### config.mk
export PLATFORM = sky130hd
export DESIGN_NAME = cmd_bus_initiator
export DESIGN_NICKNAME = d
export VERILOG_FILES = /design/src/rtl/cmd_bus_initiator_pkg.sv /design/src/rtl/cmd_bus_initiator.sv
export SDC_FILE = /design/constraint.sdc
export NUM_CORES = 1
export LEC_CHECK = 0
export BUFFER_PORTS_ARGS = -buffer_cell sky130_fd_sc_hd__buf_2
export CORE_MARGIN = 2
export CORE_UTILIZATION = 45
export DETAILED_ROUTE_END_ITERATION = 8
export PLACE_DENSITY = 0.85
export SLEW_MARGIN = 10
export SYNTH_ARGS = -nofsm -noshare
export SYNTH_HDL_FRONTEND = slang
export SYNTH_SLANG_ARGS = --single-unit
### constraint.sdc
create_clock -name Clock -period 1.7 [get_ports Clock]
set_input_delay 0.34 -clock Clock [delete_from_list [all_inputs] [get_ports Clock]]
set_output_delay 0.34 -clock Clock [all_outputs]
set_load 0.01 [all_outputs]
### src/rtl/cmd_bus_initiator_pkg.sv
// Shared definitions for the register command bus initiator: bus widths,
// command polarity, response error codes and the initiator FSM encoding.
package cmd_bus_initiator_pkg;

    localparam int unsigned ADDR_W = 8;
    localparam int unsigned DATA_W = 16;
    localparam int unsigned STAT_W = 8;

    localparam logic CMD_WRITE = 1'b1;
    localparam logic CMD_READ  = 1'b0;

    localparam logic RSP_OK      = 1'b0;
    localparam logic RSP_TIMEOUT = 1'b1;

    typedef enum logic [2:0] {
        ST_IDLE,
        ST_ISSUE,
        ST_WAIT_RISE,
        ST_WAIT_FALL,
        ST_RESPOND
    } state_t;

endpackage

### src/rtl/cmd_bus_initiator.sv
// Initiator end of the register command bus: accepts one request, strobes the
// slave, follows its busy handshake with a timeout and returns one response.
module cmd_bus_initiator
    import cmd_bus_initiator_pkg::*;
#(
    parameter int unsigned TIMEOUT_CYCLES = 1024,
    parameter int unsigned RISE_WINDOW    = 2
) (
    input  logic              Clock,
    input  logic              Reset_N,
    input  logic              Req_Valid,
    output logic              Req_Ready,
    input  logic              Req_Write,
    input  logic [ADDR_W-1:0] Req_Addr,
    input  logic [DATA_W-1:0] Req_Data,
    output logic              Rsp_Valid,
    input  logic              Rsp_Ready,
    output logic              Rsp_Write,
    output logic [DATA_W-1:0] Rsp_Data,
    output logic              Rsp_Error,
    output logic              enable_cmd,
    output logic              write_read,
    output logic [ADDR_W-1:0] addr_frame,
    output logic [DATA_W-1:0] write_data_frame,
    input  logic              busy,
    input  logic [DATA_W-1:0] read_data_frame,
    output logic [STAT_W-1:0] Timeout_Count
);

    localparam int unsigned CNT_W = $clog2(TIMEOUT_CYCLES + 1);
    localparam logic [CNT_W-1:0] RISE_LAST    = CNT_W'(RISE_WINDOW - 1);
    localparam logic [CNT_W-1:0] TIMEOUT_LAST = CNT_W'(TIMEOUT_CYCLES - 1);

    state_t           state;
    state_t           state_next;
    logic [CNT_W-1:0] cnt;
    logic             cnt_clear;
    logic             load_req;
    logic             capture_ok;
    logic             capture_err;
    logic             ready_en;

    // FSM state register
    always_ff @(posedge Clock or negedge Reset_N) begin
        if (!Reset_N) begin
            state <= ST_IDLE;
        end else begin
            state <= state_next;
        end
    end

    // Next-state and control decode; a falling busy wins over a timeout in the same cycle
    always_comb begin
        state_next  = state;
        cnt_clear   = 1'b0;
        load_req    = 1'b0;
        capture_ok  = 1'b0;
        capture_err = 1'b0;
        case (state)
            ST_IDLE: begin
                if (Req_Valid && ready_en) begin
                    load_req   = 1'b1;
                    state_next = ST_ISSUE;
                end
            end
            ST_ISSUE: begin
                cnt_clear  = 1'b1;
                state_next = ST_WAIT_RISE;
            end
            ST_WAIT_RISE: begin
                if (busy) begin
                    cnt_clear  = 1'b1;
                    state_next = ST_WAIT_FALL;
                end else if (cnt == RISE_LAST) begin
                    capture_ok = 1'b1;
                    state_next = ST_RESPOND;
                end
            end
            ST_WAIT_FALL: begin
                if (!busy) begin
                    capture_ok = 1'b1;
                    state_next = ST_RESPOND;
                end else if (cnt == TIMEOUT_LAST) begin
                    capture_err = 1'b1;
                    state_next  = ST_RESPOND;
                end
            end
            ST_RESPOND: begin
                if (Rsp_Ready) begin
                    state_next = ST_IDLE;
                end
            end
            default: state_next = ST_IDLE;
        endcase
    end

    // Wait counter shared by the rise window and the busy timeout
    always_ff @(posedge Clock or negedge Reset_N) begin
        if (!Reset_N) begin
            cnt <= '0;
        end else if (cnt_clear) begin
            cnt <= '0;
        end else if (state == ST_WAIT_RISE || state == ST_WAIT_FALL) begin
            cnt <= cnt + CNT_W'(1);
        end
    end

    // Datapath: bus frame, response capture and timeout statistics
    always_ff @(posedge Clock or negedge Reset_N) begin
        if (!Reset_N) begin
            ready_en         <= 1'b0;
            write_read       <= 1'b0;
            addr_frame       <= '0;
            write_data_frame <= '0;
            Rsp_Write        <= 1'b0;
            Rsp_Data         <= '0;
            Rsp_Error        <= RSP_OK;
            Timeout_Count    <= '0;
        end else begin
            ready_en <= 1'b1;
            if (load_req) begin
                write_read       <= Req_Write;
                addr_frame       <= Req_Addr;
                write_data_frame <= Req_Data;
            end
            if (capture_ok) begin
                Rsp_Write <= write_read;
                Rsp_Data  <= (write_read == CMD_READ) ? read_data_frame : '0;
                Rsp_Error <= RSP_OK;
            end
            if (capture_err) begin
                Rsp_Write <= write_read;
                Rsp_Data  <= '0;
                Rsp_Error <= RSP_TIMEOUT;
                if (Timeout_Count != '1) begin
                    Timeout_Count <= Timeout_Count + STAT_W'(1);
                end
            end
        end
    end

    assign Req_Ready  = (state == ST_IDLE) && ready_en;
    assign enable_cmd = (state == ST_ISSUE);
    assign Rsp_Valid  = (state == ST_RESPOND);

endmodule
Word level (Yosys, flattened, before mapping)
Cells that the tools add are included.
- equal/unequal tests: 11
- reductions and logical operators: 8
- $add $sub $neg: 2
- mux-type cells: 27
- operators with widths (operator ; number):
    $mux W16 ; 3
    $mux W11 ; 2
    $mux W3 ; 6
    $pmux W3 S5 ; 1
    $mux W1 ; 13
    $add A11 B1 Y11 const B ; 1
    $eq A11 B1 Y1 const B ; 1
    $eq A11 B10 Y1 const B ; 1
    $add A8 B1 Y8 const B ; 1
    $ne A8 B8 Y1 const B ; 1
    $eq A3 B2 Y1 const B ; 2
    $ne A3 B3 Y1 const B ; 2
    $pmux W1 S2 ; 2
    $reduce_and A4 Y1 ; 1
    $reduce_bool A2 Y1 ; 2
    $eq A3 B1 Y1 const B ; 1
    $eq A3 B3 Y1 const B ; 1
    $logic_not A3 Y1 ; 1
    $logic_and A1 B1 Y1 ; 2
    $ne A2 B1 Y1 const B ; 1
    $ne A2 B2 Y1 const B ; 1
    $reduce_and A2 Y1 ; 1
    $logic_or A1 B1 Y1 ; 1
- register bits: 66
- logic and storage cells: 58

Longest topological paths before layout
Gate-level depths: netlist of the first run.
- depth in word-level cells: 6
- mapped depth: 7
- depth with buffers taken out: 5

Worst setup path before layout of the first run
Ideal clock, no wire load.
- path kind: register to register
- start: reg state[2]
- end: reg addr_frame[0]
- required time: 1.575 ns
- setup time: 0.125 ns
- clock period less this slack: 1.747 ns
- cell stages (with the launch flop): 6
- slack: -0.047 ns
- data arrival time: 1.622 ns
- buffers on the path: 2
- cells stage by stage: dfrtp_1 > buf_2 > nor4b_2 > nand2_1 > buf_2 > mux2_2
- longest elaborated chain between the ends: 2
- ends and longest elaborated chain (element ; line ; text):
    start, declared ; cmd_bus_initiator.sv:34 ; state_t state;
    start signal, assigned ; cmd_bus_initiator.sv:48 ; state <= state_next;
    $logic_not A3 Y1 ; cmd_bus_initiator.sv:59 ; case (state)
    $mux W1 ; cmd_bus_initiator.sv:59 ;
    end signal, assigned ; cmd_bus_initiator.sv:123 ; addr_frame <= Req_Addr;
    end, declared ; cmd_bus_initiator.sv:23 ; output logic [ADDR_W-1:0] addr_frame,
No other way between the ends.
A chain may end at the register's enable or synchronous reset.

Worst setup path after layout of the first run
- start: reg state[2]
- end: reg Timeout_Count[6]
- longest elaborated chain between the ends: 3
- ends and longest elaborated chain (element ; line ; text):
    $eq A3 B2 Y1 ; cmd_bus_initiator.sv:59 ;
    $mux W1 ; cmd_bus_initiator.sv:59 ;
    $reduce_and A2 Y1 (no line) ; n/a ;
    end signal, assigned ; cmd_bus_initiator.sv:136 ; Timeout_Count <= Timeout_Count + STAT_W'(1);
    end, declared ; cmd_bus_initiator.sv:27 ; output logic [STAT_W-1:0] Timeout_Count
No other way between the ends.

==> metrics.md, run 1 <==
| Metric | Value |
|---|---|
| Length in cells of the worst reg-to-reg path | `5` |
| Synth Cell Area | `0.00302 mm^2` |
| 1st-iter DRT viols | `about 150` |
| Clock Pin Slew Worst Setup and Hold Paths | `70 ps` |
| Post-synth ARST share | `100%` |
| CTS Buffer Depth | `2` |
| CP endpoint kind | `flop` |
| Skew-Pair Late Insertion Delay | `about 340 ps` |
| Critical path launch point type | `flop` |
| Post-synth EDFFs | `0` |
| Cell taking the most area after synthesis | `dfrtp_1` |
| CTS Hold Bufs | `0` |
| Dpl ws | `-30.8 ps` |
| Leakage power | `between 2 and 2.5 nW` |
| Most common cell in the netlist | `dfrtp_1` |
| Initial antenna violation count | `0` |
| Post-Route WL | `7290 um` |
| Total number of vias | `2544` |
| RePlAce Congestion | `0.874` |
| First-pass GRT wire length | `between 10000 and 15000 um` |
| Layout cells sized above 1 | `48.5%` |
| CTS HTree Levels | `3` |
| Post-synth cell types | `40` |
| Clock Skew | `roughly 14 ps` |
| Post-DP HPWL | `between 5000 and 6000 um` |
| Area of the multi-input gates | `0.00135 mm^2` |
| Final Hold Viols | `0` |
| Initial core utilization | `between 40% and 50%` |
| Status | `completed` |
| Worst Path Required | `1930 ps` |
| Tot Pwr | `between 6 and 7 mW` |
| Final Cell Area | `roughly 0.0041 mm^2` |
| Commonest cells in the netlist | `dfrtp_1 (66), mux2_2 (27), a21oi_1 (24), o21ai_0 (21), nand4b_1 (18)` |
| Die height | `around 86 um` |
| Row count | `29` |
| Synth top area cells | `dfrtp_1 (55%), mux2_2 (10%), nand4b_1 (5.2%)` |
| CTS buffer count | `9` |
| Global route total overflow | `0` |
| CORE AREA | `between 0.006 and 0.007 mm^2` |
| I/O Pins | `100` |
| Post-synth top area share | `about 55%` |
| Storage cell area | `~0.0017 mm^2` |
| PD cells | `between 1500 and 2000 mW/mm^2` |
| RSZ-0062 raised after global routing | `true` |
| Main flop type after synthesis | `dfrtp_1` |
| Max IR drop VDD | `0.000888 V` |
| Worst-path maximum fanout | `10` |
| Hold/Removal Path Class | `primary input to asynchronous set/reset pin` |
| CTS tree | `built` |
| Fin util | `~64%` |
| Diode count | `0` |
| Largest net degree at the start of global routing | `67` |
| CP Data Arrival Time | `about 1900 ps` |
| Crit path time final | `1690 ps` |
| Final nets | `around 440` |
| WS Path Type | `flop to flop` |
| WL per Instance | `approximately 15 um` |
| Fin crit share | `about 100%` |
| Cell Area, Placed | `around 0.0037 mm^2` |
| FILL cells | `between 400 and 500` |
| Die area | `roughly 0.0074 mm^2` |
| # port buffers | `between 90 and 100` |
| Slew Viols, Final | `0` |
| Routed Antenna Nets | `0` |
| Setup violators final | `0` |
| Layout area overhead | `35.7%` |
| Overall global routing resource usage | `around a fifth` |
| Setup ws final | `a little over 9 ps` |
| Root Buffer | `clkbuf_8` |
| Flops & latches, synth | `66` |
| Die Span X | `approximately 86 um` |
| Clock sink total | `66` |
| Synth Warn # | `0` |
| Syn_nets | `between 300 and 400` |
| Vias in the first global route | `~2500` |
| Max-cap violation count | `0` |
| Drt via density | `5.40` |
| F_max | `between 500 and 600 MHz` |
| Mean Syn Cell Area | `between 10 and 15 um^2` |
| DRC errors left | `0` |
| Sequential area share after synthesis | `54.7%` |
| Hold Slack | `a little under 6 ps` |
| Cells after Synth | `264` |
| Drt first pass iters | `4` |
critical path: stages, from the launching register on:
cell and delay (ps):
dfrtp_1 370, nand4b_1 260, nor4_4 350, buf_6 170
nand4_1 120, mux2_4 320
sequential cells by signal, indices dropped and copies added, names as in the netlist:
| name | count |
|---|---|
| write_read | 1 |
| Rsp_Write | 1 |
| Rsp_Error | 1 |
| Rsp_Data | 16 |
| addr_frame | 8 |
| ready_en | 1 |
| Timeout_Count | 8 |
| state | 3 |
| write_data_frame | 16 |
| cnt | 11 |
stage by stage:
stage | cells | TNS [ps]
2_1_floorplan | 264 | 0
3_3_place_gp | 447 | 0
3_5_place_dp | 447 | -49.8
4_1_cts | 464 | 0
5_1_grt | 471 | -274
6_report | 471 | 0
timing repair:
| action | in CTS | in global routing |
|---|---|---|
| resized for setup | 2 | 22 |
| setup endpoints to repair | 4 | 24 |
| cloned | 0 | 1 |
| setup buffers | 1 | 6 |
| pin swaps | 0 | 5 |
final timing paths:
kind | startpoint | slack, ps | end
max | state[2]$_DFFE_PN0P_ | 9 | Timeout_Count[6]$_DFFE_PN0P_
min | Reset_N | 6 | cnt[8]$_DFFE_PN0P_
max reg2reg | state[2]$_DFFE_PN0P_ | 9 | Timeout_Count[6]$_DFFE_PN0P_
min reg2reg | addr_frame[5]$_DFFE_PN0P_ | 500 | addr_frame[5]$_DFFE_PN0P_
max in group asynchronous | Reset_N | 1380 | cnt[4]$_DFFE_PN0P_
min in group Clock | Req_Data[4] | 220 | write_data_frame[4]$_DFFE_PN0P_
per-layer routing:
metal  track usage [%]  part of all wire [%]  vias up
li1                  -                     -     1213
met1              25.2                    44     1239
met2              32.8                    49       84
met3              5.49                   6.4        8
met4              7.50                   1.0        0
met5                 0                     0        -
cells in the final DEF, fill, tap and decap left out, drive strengths merged, types with 2 or more instances in the layout:
cell,netlist,layout
inv,4,5
bufinv,0,2
xor2,9,9
nor2b,3,3
and4,2,2
mux2,29,29
o21ai,22,22
nor3,2,2
ha,3,3
buf,8,129
nand3,7,7
nand2b,4,4
nand2,12,12
nand4,8,8
clkbuf,7,11
and2,2,2
and3,3,3
nand4b,18,18
a21oi,24,24
dfrtp,66,66
nor2,12,12
nor4b,2,2
nor4,4,4
a31oi,2,2
cell type report:
class                   instances  share of cell area (%)
flip-flops and latches         66                    40.4
multi-input cells             179                    32.9
repair buffers                129                    18.2
clock buffers                  11                    3.69
well taps                      77                    2.35
clock inverters                 5                    2.08
inverters                       4                   0.366
cells by family (layout without fill, tap and decap cells):
| group | Yosys count | in the layout | synth area share [%] |
|---|---|---|---|
| AO/OA/AOI/OAI | 54 | 54 | 9.74 |
| multiplexers | 30 | 30 | 11.1 |
| buffers and inverters | 19 | 149 | 2.82 |
| flip-flops | 66 | 66 | 54.7 |
| AND/OR/NAND/NOR | 81 | 81 | 17.4 |
| XOR/XNOR | 10 | 10 | 2.90 |
| other | 1 | 1 | 0.124 |
| adder cells (fa/ha/maj) | 3 | 3 | 1.24 |
power by group:
part / switching (mW) / internal, mW
combinational: 1.42 / 1.33
sequential: 0.308 / 2.09
clock: 0.610 / 0.913
total: 2.34 / 4.33
No activity file was read; power rests on OpenSTA's default activity.
==> run 2, diff against run 1 <==
--- a/config.mk
+++ b/config.mk
@@ -5,9 +5,11 @@
 export SDC_FILE = /design/constraint.sdc
 export NUM_CORES = 1
 export LEC_CHECK = 0
-export BUFFER_PORTS_ARGS = -buffer_cell sky130_fd_sc_hd__buf_2
+export BUFFER_PORTS_ARGS = -buffer_cell sky130_fd_sc_hd__buf_4
+export CELL_PAD_IN_SITES_DETAIL_PLACEMENT = 2
+export CELL_PAD_IN_SITES_GLOBAL_PLACEMENT = 2
 export CORE_MARGIN = 2
-export CORE_UTILIZATION = 45
+export CORE_UTILIZATION = 28
 export DETAILED_ROUTE_END_ITERATION = 8
 export PLACE_DENSITY = 0.85
 export SLEW_MARGIN = 10
==> run 2 against run 1 <==
Effect of this change:
- the run now ends with negative setup slack left
- sequential share of layout area fell by 6.0 points
- final cell count rose by 17%
- clock skew barely moved
- combinational power rose by 45%
- sequential power rose by 4%
==> metrics.md, run 2 (synthesized netlist as in run 1, its figures left out) <==
| Metric | Value |
|---|---|
| Hold/Removal Path Class | `primary input to flop` |
| PD cells | `~1600 mW/mm^2` |
| Worst Path Required | `between 1500 and 2000 ps` |
| Die height | `108 um` |
| WL per Instance | `~24 um` |
| Most common cell after layout, fill and taps aside | `buf_4` |
| Drt first pass iters | `4` |
| Overall global routing resource usage | `approximately a fifth` |
| Largest net degree at the start of global routing | `35` |
| CTS tree | `built` |
| Total number of vias | `around 2900` |
| Fin crit share | `109%` |
| Initial antenna violation count | `0` |
| FILL cells | `around 1100` |
| Register share of total power | `about a third` |
| 1st-iter DRT viols | `roughly 120` |
| Logic gate share of total power | `about half` |
| Crit-path cells | `ha_2, nand4b_1, nor4_4, buf_4, buf_12, nand4_1, mux2_1` |
| Slew Viols, Final | `0` |
| Pint | `roughly 4.8 mW` |
| Setup violators final | `24` |
| Least-Margin Pin Slew | `542 ps` |
| RSZ-0062 raised after global routing | `true` |
| Clock sink total | `66` |
| F_max | `542 MHz` |
| Sw Share | `38.6%` |
| Max IR drop VDD | `~0.0006 V` |
| Root Buffer | `clkbuf_8` |
| Area of the multi-input gates | `about 0.0015 mm^2` |
| Hold Path End | `state[2]$_DFFE_PN0P_` |
| Worst path slowest cell | `dfrtp_1` |
| Crit path time final | `roughly 1800 ps` |
| Row count | `37` |
| Critical path launch point type | `flop` |
| CTS Buffer Depth | `2` |
| CP endpoint kind | `flop` |
| DRC errors left | `0` |
| Reg2reg end | `Timeout_Count[6]$_DFFE_PN0P_` |
| Net Sw Power | `a little over 3 mW` |
| Skew-Pair Late Insertion Delay | `360 ps` |
| Tot Pwr | `between 7 and 8 mW` |
| Initial core utilization | `between 20% and 30%` |
| I/O Pins | `100` |
| Clock Pin Slew Worst Setup and Hold Paths | `90 ps` |
| Dpl cells | `about 510` |
| Final nets | `461` |
| Post-DP HPWL | `about 7600 um` |
| Worst-path maximum fanout | `5` |
| Post-Route WL | `between 10000 and 15000 um` |
| Layout cells sized above 1 | `55.6%` |
| Storage cell area | `~0.0017 mm^2` |
| Length in cells of the worst reg-to-reg path | `7` |
| CORE AREA | `between 0.01 and 0.015 mm^2` |
| Vias in the first global route | `around 3100` |
| Max-cap violation count | `0` |
| Register-to-register setup slack | `-150 ps` |
| Final Hold Viols | `0` |
| CP max stage delay | `430 ps` |
| Power share of the clock group | `17.5%` |
| Hold Crit Depth | `2` |
| Failing checks | `negative setup slack` |
| Status | `finished with violations` |
| Max transition margin | `63.8%` |
| Hold path start | `Rsp_Ready` |
| # port buffers | `between 90 and 100` |
| RePlAce Congestion | `around 0.83` |
| Die Span X | `108 um` |
| First-pass GRT wire length | `18200 um` |
| Diode count | `0` |
| Die area | `~0.012 mm^2` |
| Leakage power | `~2.2 nW` |
| WS Path Type | `flop to flop` |
| Drt via density | `between 5 and 6` |
| Non-filler cells, final | `between 500 and 600` |
| Layout area overhead | `59.3%` |
| Top flop regs | `Rsp_Data x16, write_data_frame x16, cnt x11` |
| CTS buffer count | `9` |
| Routed Antenna Nets | `0` |
| Clock Skew | `around 14 ps` |
| R2r startpoint | `cnt[0]$_DFFE_PN0P_` |
| CP Data Arrival Time | `2090 ps` |
| Commonest non-fill, non-tap cells in the layout | `buf_4 (131), dfrtp_1 (64), mux2_2 (26), nand4b_1 (18), a21oi_1 (15)` |
| Setup ws final | `-147 ps` |
| CTS HTree Levels | `3` |
| Global route total overflow | `0` |
## run 2: metrics by stage
step,area [um^2],hold WS (ps),worst slack [ps],utilization [%],TNS [ps]
after floorplan,3040,44.4,12.7,-,0
after global placement,4100,339,-17.4,39.4,-24.9
after detailed placement,4100,339,-115,39.4,-1320
after CTS,4520,213,-56.1,43.4,-147
after global routing,4810,165,-263,46.2,-3770
final,4810,174,-147,46.2,-2060
## run 2: worst max-delay path by stage
| stage | from | to | slack [ps] | cells past startpoint |
|---|---|---|---|---|
| after global routing | cnt[0]$_DFFE_PN0P_ | Timeout_Count[5]$_DFFE_PN0P_ | -260 | 7 |
| after global placement | cnt[1]$_DFFE_PN0P_ | Timeout_Count[4]$_DFFE_PN0P_ | -20 | 6 |
| final | cnt[0]$_DFFE_PN0P_ | Timeout_Count[6]$_DFFE_PN0P_ | -150 | 7 |
| after floorplan | state[2]$_DFFE_PN0P_ | Timeout_Count[6]$_DFFE_PN0P_ | 10 | 5 |
| after detailed placement | cnt[1]$_DFFE_PN0P_ | Timeout_Count[4]$_DFFE_PN0P_ | -110 | 6 |
| after CTS | cnt[1]$_DFFE_PN0P_ | Timeout_Count[4]$_DFFE_PN0P_ | -60 | 6 |
## run 2: worst max-delay path, delay by kind of cell, from the launching register on
family        cells  cell delay (ps)
mux               1              320
flops             1              430
buf+inv           2              300
fa+ha+maj         1              240
simple gates      3              440
## run 2: layer usage
metal	vias up	GRT usage (%)	share of wire (%)
met3	26	4.18	3.8
met2	97	39.1	55
met5	-	0	0
met1	1493	23.5	38
met4	0	6.04	2.8
li1	1261	-	-
## run 2: repair_timing
item                                   in CTS  in global routing
setup endpoints to repair                  26                 33
hold buffers                                1                  0
resized for setup                          20                 64
pin swaps                                   4                 35
buffers inserted                           15                 14
cloned                                      1                  4
endpoints found under the hold margin      32                  0
## run 2: area by class of cell
| cell class | instances | share of cell area (%) |
|---|---|---|
| sequential | 66 | 34.4 |
| multi-input combinational | 179 | 30.9 |
| timing repair buffer | 152 | 26.7 |
| tap | 136 | 3.54 |
| clock buffer | 11 | 2.94 |
| clock inverter | 5 | 1.12 |
| inverter | 4 | 0.390 |
## run 2: power groups by stage
| stage | combinational [mW] | clock, mW | sequential [mW] |
|---|---|---|---|
| 2_1_floorplan | 1.27 | 0 | 2.60 |
| 3_3_place_gp | 2.84 | 0 | 2.43 |
| 3_5_place_dp | 2.99 | 0 | 2.48 |
| 4_1_cts | 3.16 | 1.38 | 2.47 |
| 5_1_grt | 4.22 | 1.45 | 2.56 |
| 6_report | 3.99 | 1.37 | 2.50 |
==> run 3, diff against run 2 <==
--- a/config.mk
+++ b/config.mk
@@ -9,9 +9,9 @@
 export CELL_PAD_IN_SITES_DETAIL_PLACEMENT = 2
 export CELL_PAD_IN_SITES_GLOBAL_PLACEMENT = 2
 export CORE_MARGIN = 2
-export CORE_UTILIZATION = 28
+export CORE_UTILIZATION = 31
 export DETAILED_ROUTE_END_ITERATION = 8
-export PLACE_DENSITY = 0.85
+export PLACE_DENSITY = 0.89
 export SLEW_MARGIN = 10
 export SYNTH_ARGS = -nofsm -noshare
 export SYNTH_HDL_FRONTEND = slang
==> constraint.sdc (replaced) <==
create_clock -name Clock -period 2 [get_ports Clock]
set_input_delay 0.4 -clock Clock [delete_from_list [all_inputs] [get_ports Clock]]
set_output_delay 0.4 -clock Clock [all_outputs]
set_load 0.01 [all_outputs]
==> run 3 against run 2 <==
Effect of this change:
- the run now ends clean
- critical path depth is 2 lower
- first-iteration DRC count shrank 2.6%
- final cell count down 7.1%
- critical path type unchanged
- register-to-register slack better by 270 ps
- clock power shrank 7%
- global-route usage is 1.9 points lower
- power shrank 27%
- fmax fell by 1.4%
- sequential cell count unchanged
- non-clock buffer count is 36 lower
- critical endpoint is now Rsp_Data[0]$_DFFE_PN0P_
- via count shrank 11%
- largest cell class unchanged
==> metrics.md, run 3 (synthesized netlist as in run 1, its figures left out) <==
| Metric | Value |
|---|---|
| Pint | `3.69 mW` |
| Net Sw Power | `roughly 2.1 mW` |
| Sum Neg Setup Slack | `0 ps` |
| Power share of the clock group | `22.1%` |
| Die Span X | `103 um` |
| Drt via density | `slightly below 5` |
| Fin util | `around 44%` |
| Least-Margin Pin Slew | `approximately 630 ps` |
| Max transition margin | `a little under 60%` |
| Root Buffer | `clkbuf_8` |
| WS Path Type | `flop to flop` |
| Clock Pin Slew Worst Setup and Hold Paths | `~90 ps` |
| I/O Pins | `100` |
| Skew-Pair Late Insertion Delay | `350 ps` |
| Die height | `roughly 100 um` |
| Diode count | `0` |
| # port buffers | `slightly below 100` |
| Max-cap violation count | `0` |
| Hold Slack | `37.6 ps` |
| Most common cell after layout, fill and taps aside | `buf_4` |
| Row count | `36` |
| Reg2reg end | `Rsp_Data[0]$_DFFE_PN0P_` |
| Initial core utilization | `between 30% and 40%` |
| Crit-path leading delay family | `compound AO/OA/AOI/OAI gates` |
| Die area | `0.0105 mm^2` |
| Global route total overflow | `0` |
| Setup violators final | `0` |
| Worst path slowest cell | `dfrtp_1` |
| Commonest non-fill, non-tap cells in the layout | `buf_4 (114), dfrtp_1 (65), mux2_2 (27), a21oi_1 (24), o21ai_0 (21)` |
| Vias in the first global route | `2792` |
| Initial antenna violation count | `0` |
| CTS buffer count | `9` |
| Total number of vias | `approximately 2600` |
| Status | `completed` |
| R2r startpoint | `cnt[7]$_DFFE_PN0P_` |
| CTS tree | `built` |
| WL per Instance | `between 15 and 20 um` |
| Largest net degree at the start of global routing | `41` |
| Routed Antenna Nets | `0` |
| Clock Skew | `around 20 ps` |
| Register share of total power | `36.0%` |
| CP Data Arrival Time | `about 2100 ps` |
| Hold/Removal Path Class | `primary input to asynchronous set/reset pin` |
| Sum of routed wire segments on met1 | `roughly 4000 um` |
| CTS HTree Levels | `3` |
| FILL cells | `1014` |
| Met2 wire len | `between 5000 and 6000 um` |
| CTS Buffer Depth | `2` |
| Top flop regs | `Rsp_Data x16, write_data_frame x16, cnt x11` |
| Metal3 WL | `364 um` |
| Critical path launch point type | `flop` |
| Post-Route WL | `around 9900 um` |
| 1st-iter DRT viols | `114` |
| Fin crit share | `93.7%` |
| Final Hold Viols | `0` |
| Length in cells of the worst reg-to-reg path | `5` |
| Register-to-register setup slack | `roughly 130 ps` |
| Layout cells sized above 1 | `between 40% and 50%` |
| Worst Path Required | `2240 ps` |
| Worst-path maximum fanout | `13` |
| Crit-path cells | `nor4_2, a41o_1, buf_4, nand4b_1, a21oi_1` |
| Drt first pass iters | `5` |
| Layout area overhead | `40.9%` |
| CP endpoint kind | `flop` |
| Final nets | `~430` |
| PD cells | `around 1400 mW/mm^2` |
| First-pass GRT wire length | `15000 um` |
| Leakage power | `~2 nW` |
| Area of the multi-input gates | `between 0.001 and 0.0015 mm^2` |
| Sw Share | `between 30% and 40%` |
| CP max stage delay | `between 400 and 500 ps` |
| Slew Viols, Final | `0` |
| Clock sink total | `66` |
| DRC errors left | `0` |
| Top Metal Used | `met4` |
| RePlAce Congestion | `just under 0.9` |
| Max IR drop VDD | `around 0.00052 V` |
| Overall global routing resource usage | `a little under a fifth` |
| F_max | `about 530 MHz` |
| Buf+Inv Stages, Crit Path | `1` |
| Logic gate share of total power | `between 40% and 50%` |
| Post-DP HPWL | `6810 um` |
| Storage cell area | `between 0.0015 and 0.002 mm^2` |
| CORE AREA | `about 0.0096 mm^2` |
| Crit path time final | `1870 ps` |
-- run 3: changes by cell type in the layout (fill, tap and decap cells not counted), moves of 5 or more --
cell / delta
buf_4: -17
o21ai_0: +15
buf_6: -13
o21ai_1: -10
a21oi_1: +9
a21oi_2: -8
o21ai_2: -5
-- run 3: repair_timing --
item	4_1_cts	5_1_grt
gates resized for setup	0	3
hold buffers	0	0
setup endpoints to repair	0	14
buffers inserted	0	3
-- run 3: cell type report --
class,instances,area share (%)
Clock buffer,10,3.23
Clock inverter,6,2.06
Inverter,4,0.353
Multi-Input combinational cell,179,30.5
Sequential cell,66,38.8
Tap cell,133,3.91
Timing Repair Buffer,116,21.2
-- run 3: layer usage --
metal | vias to the layer above | track usage, %
li1 | 1183 | -
met1 | 1303 | 22.9
met2 | 66 | 34.2
met3 | 5 | 4.00
met4 | 0 | 4.62
met5 | - | 0
-- run 3: power groups by stage --
stage | registers (mW) | clock network (mW) | logic, mW
floorplan | 2.20 | 0 | 1.06
global placement | 2.05 | 0 | 2.27
detailed placement | 2.09 | 0 | 2.41
CTS | 2.08 | 1.32 | 2.45
global route | 2.13 | 1.38 | 2.64
finish | 2.08 | 1.27 | 2.42
-- run 3: worst max-delay path by stage --
stage                                         to  depth (start not counted)  slack [ps]                 start
finish                   Rsp_Data[0]$_DFFE_PN0P_                          5         130    cnt[7]$_DFFE_PN0P_
floorplan              addr_frame[0]$_DFFE_PN0P_                          5         250  state[2]$_DFFE_PN0P_
global placement    Timeout_Count[4]$_DFFE_PN0P_                          6         120                  busy
global route             Rsp_Data[0]$_DFFE_PN0P_                          5         -50    cnt[3]$_DFFE_PN0P_
detailed placement  Timeout_Count[4]$_DFFE_PN0P_                          6          80                  busy
CTS                     Rsp_Data[11]$_DFFE_PN0P_                          5          70    cnt[7]$_DFFE_PN0P_
-- run 3: through the flow --
stage / std cells / total power [mW] / setup slack, ps / instance area [um^2]
after floorplan: 264 / 3.26 / 253 / 3020
after global placement: 494 / 4.32 / 123 / 3970
after detailed placement: 494 / 4.50 / 78.3 / 3970
after CTS: 510 / 5.85 / 70.9 / 4200
after global routing: 514 / 6.15 / -47.2 / 4260
final: 514 / 5.77 / 127 / 4260
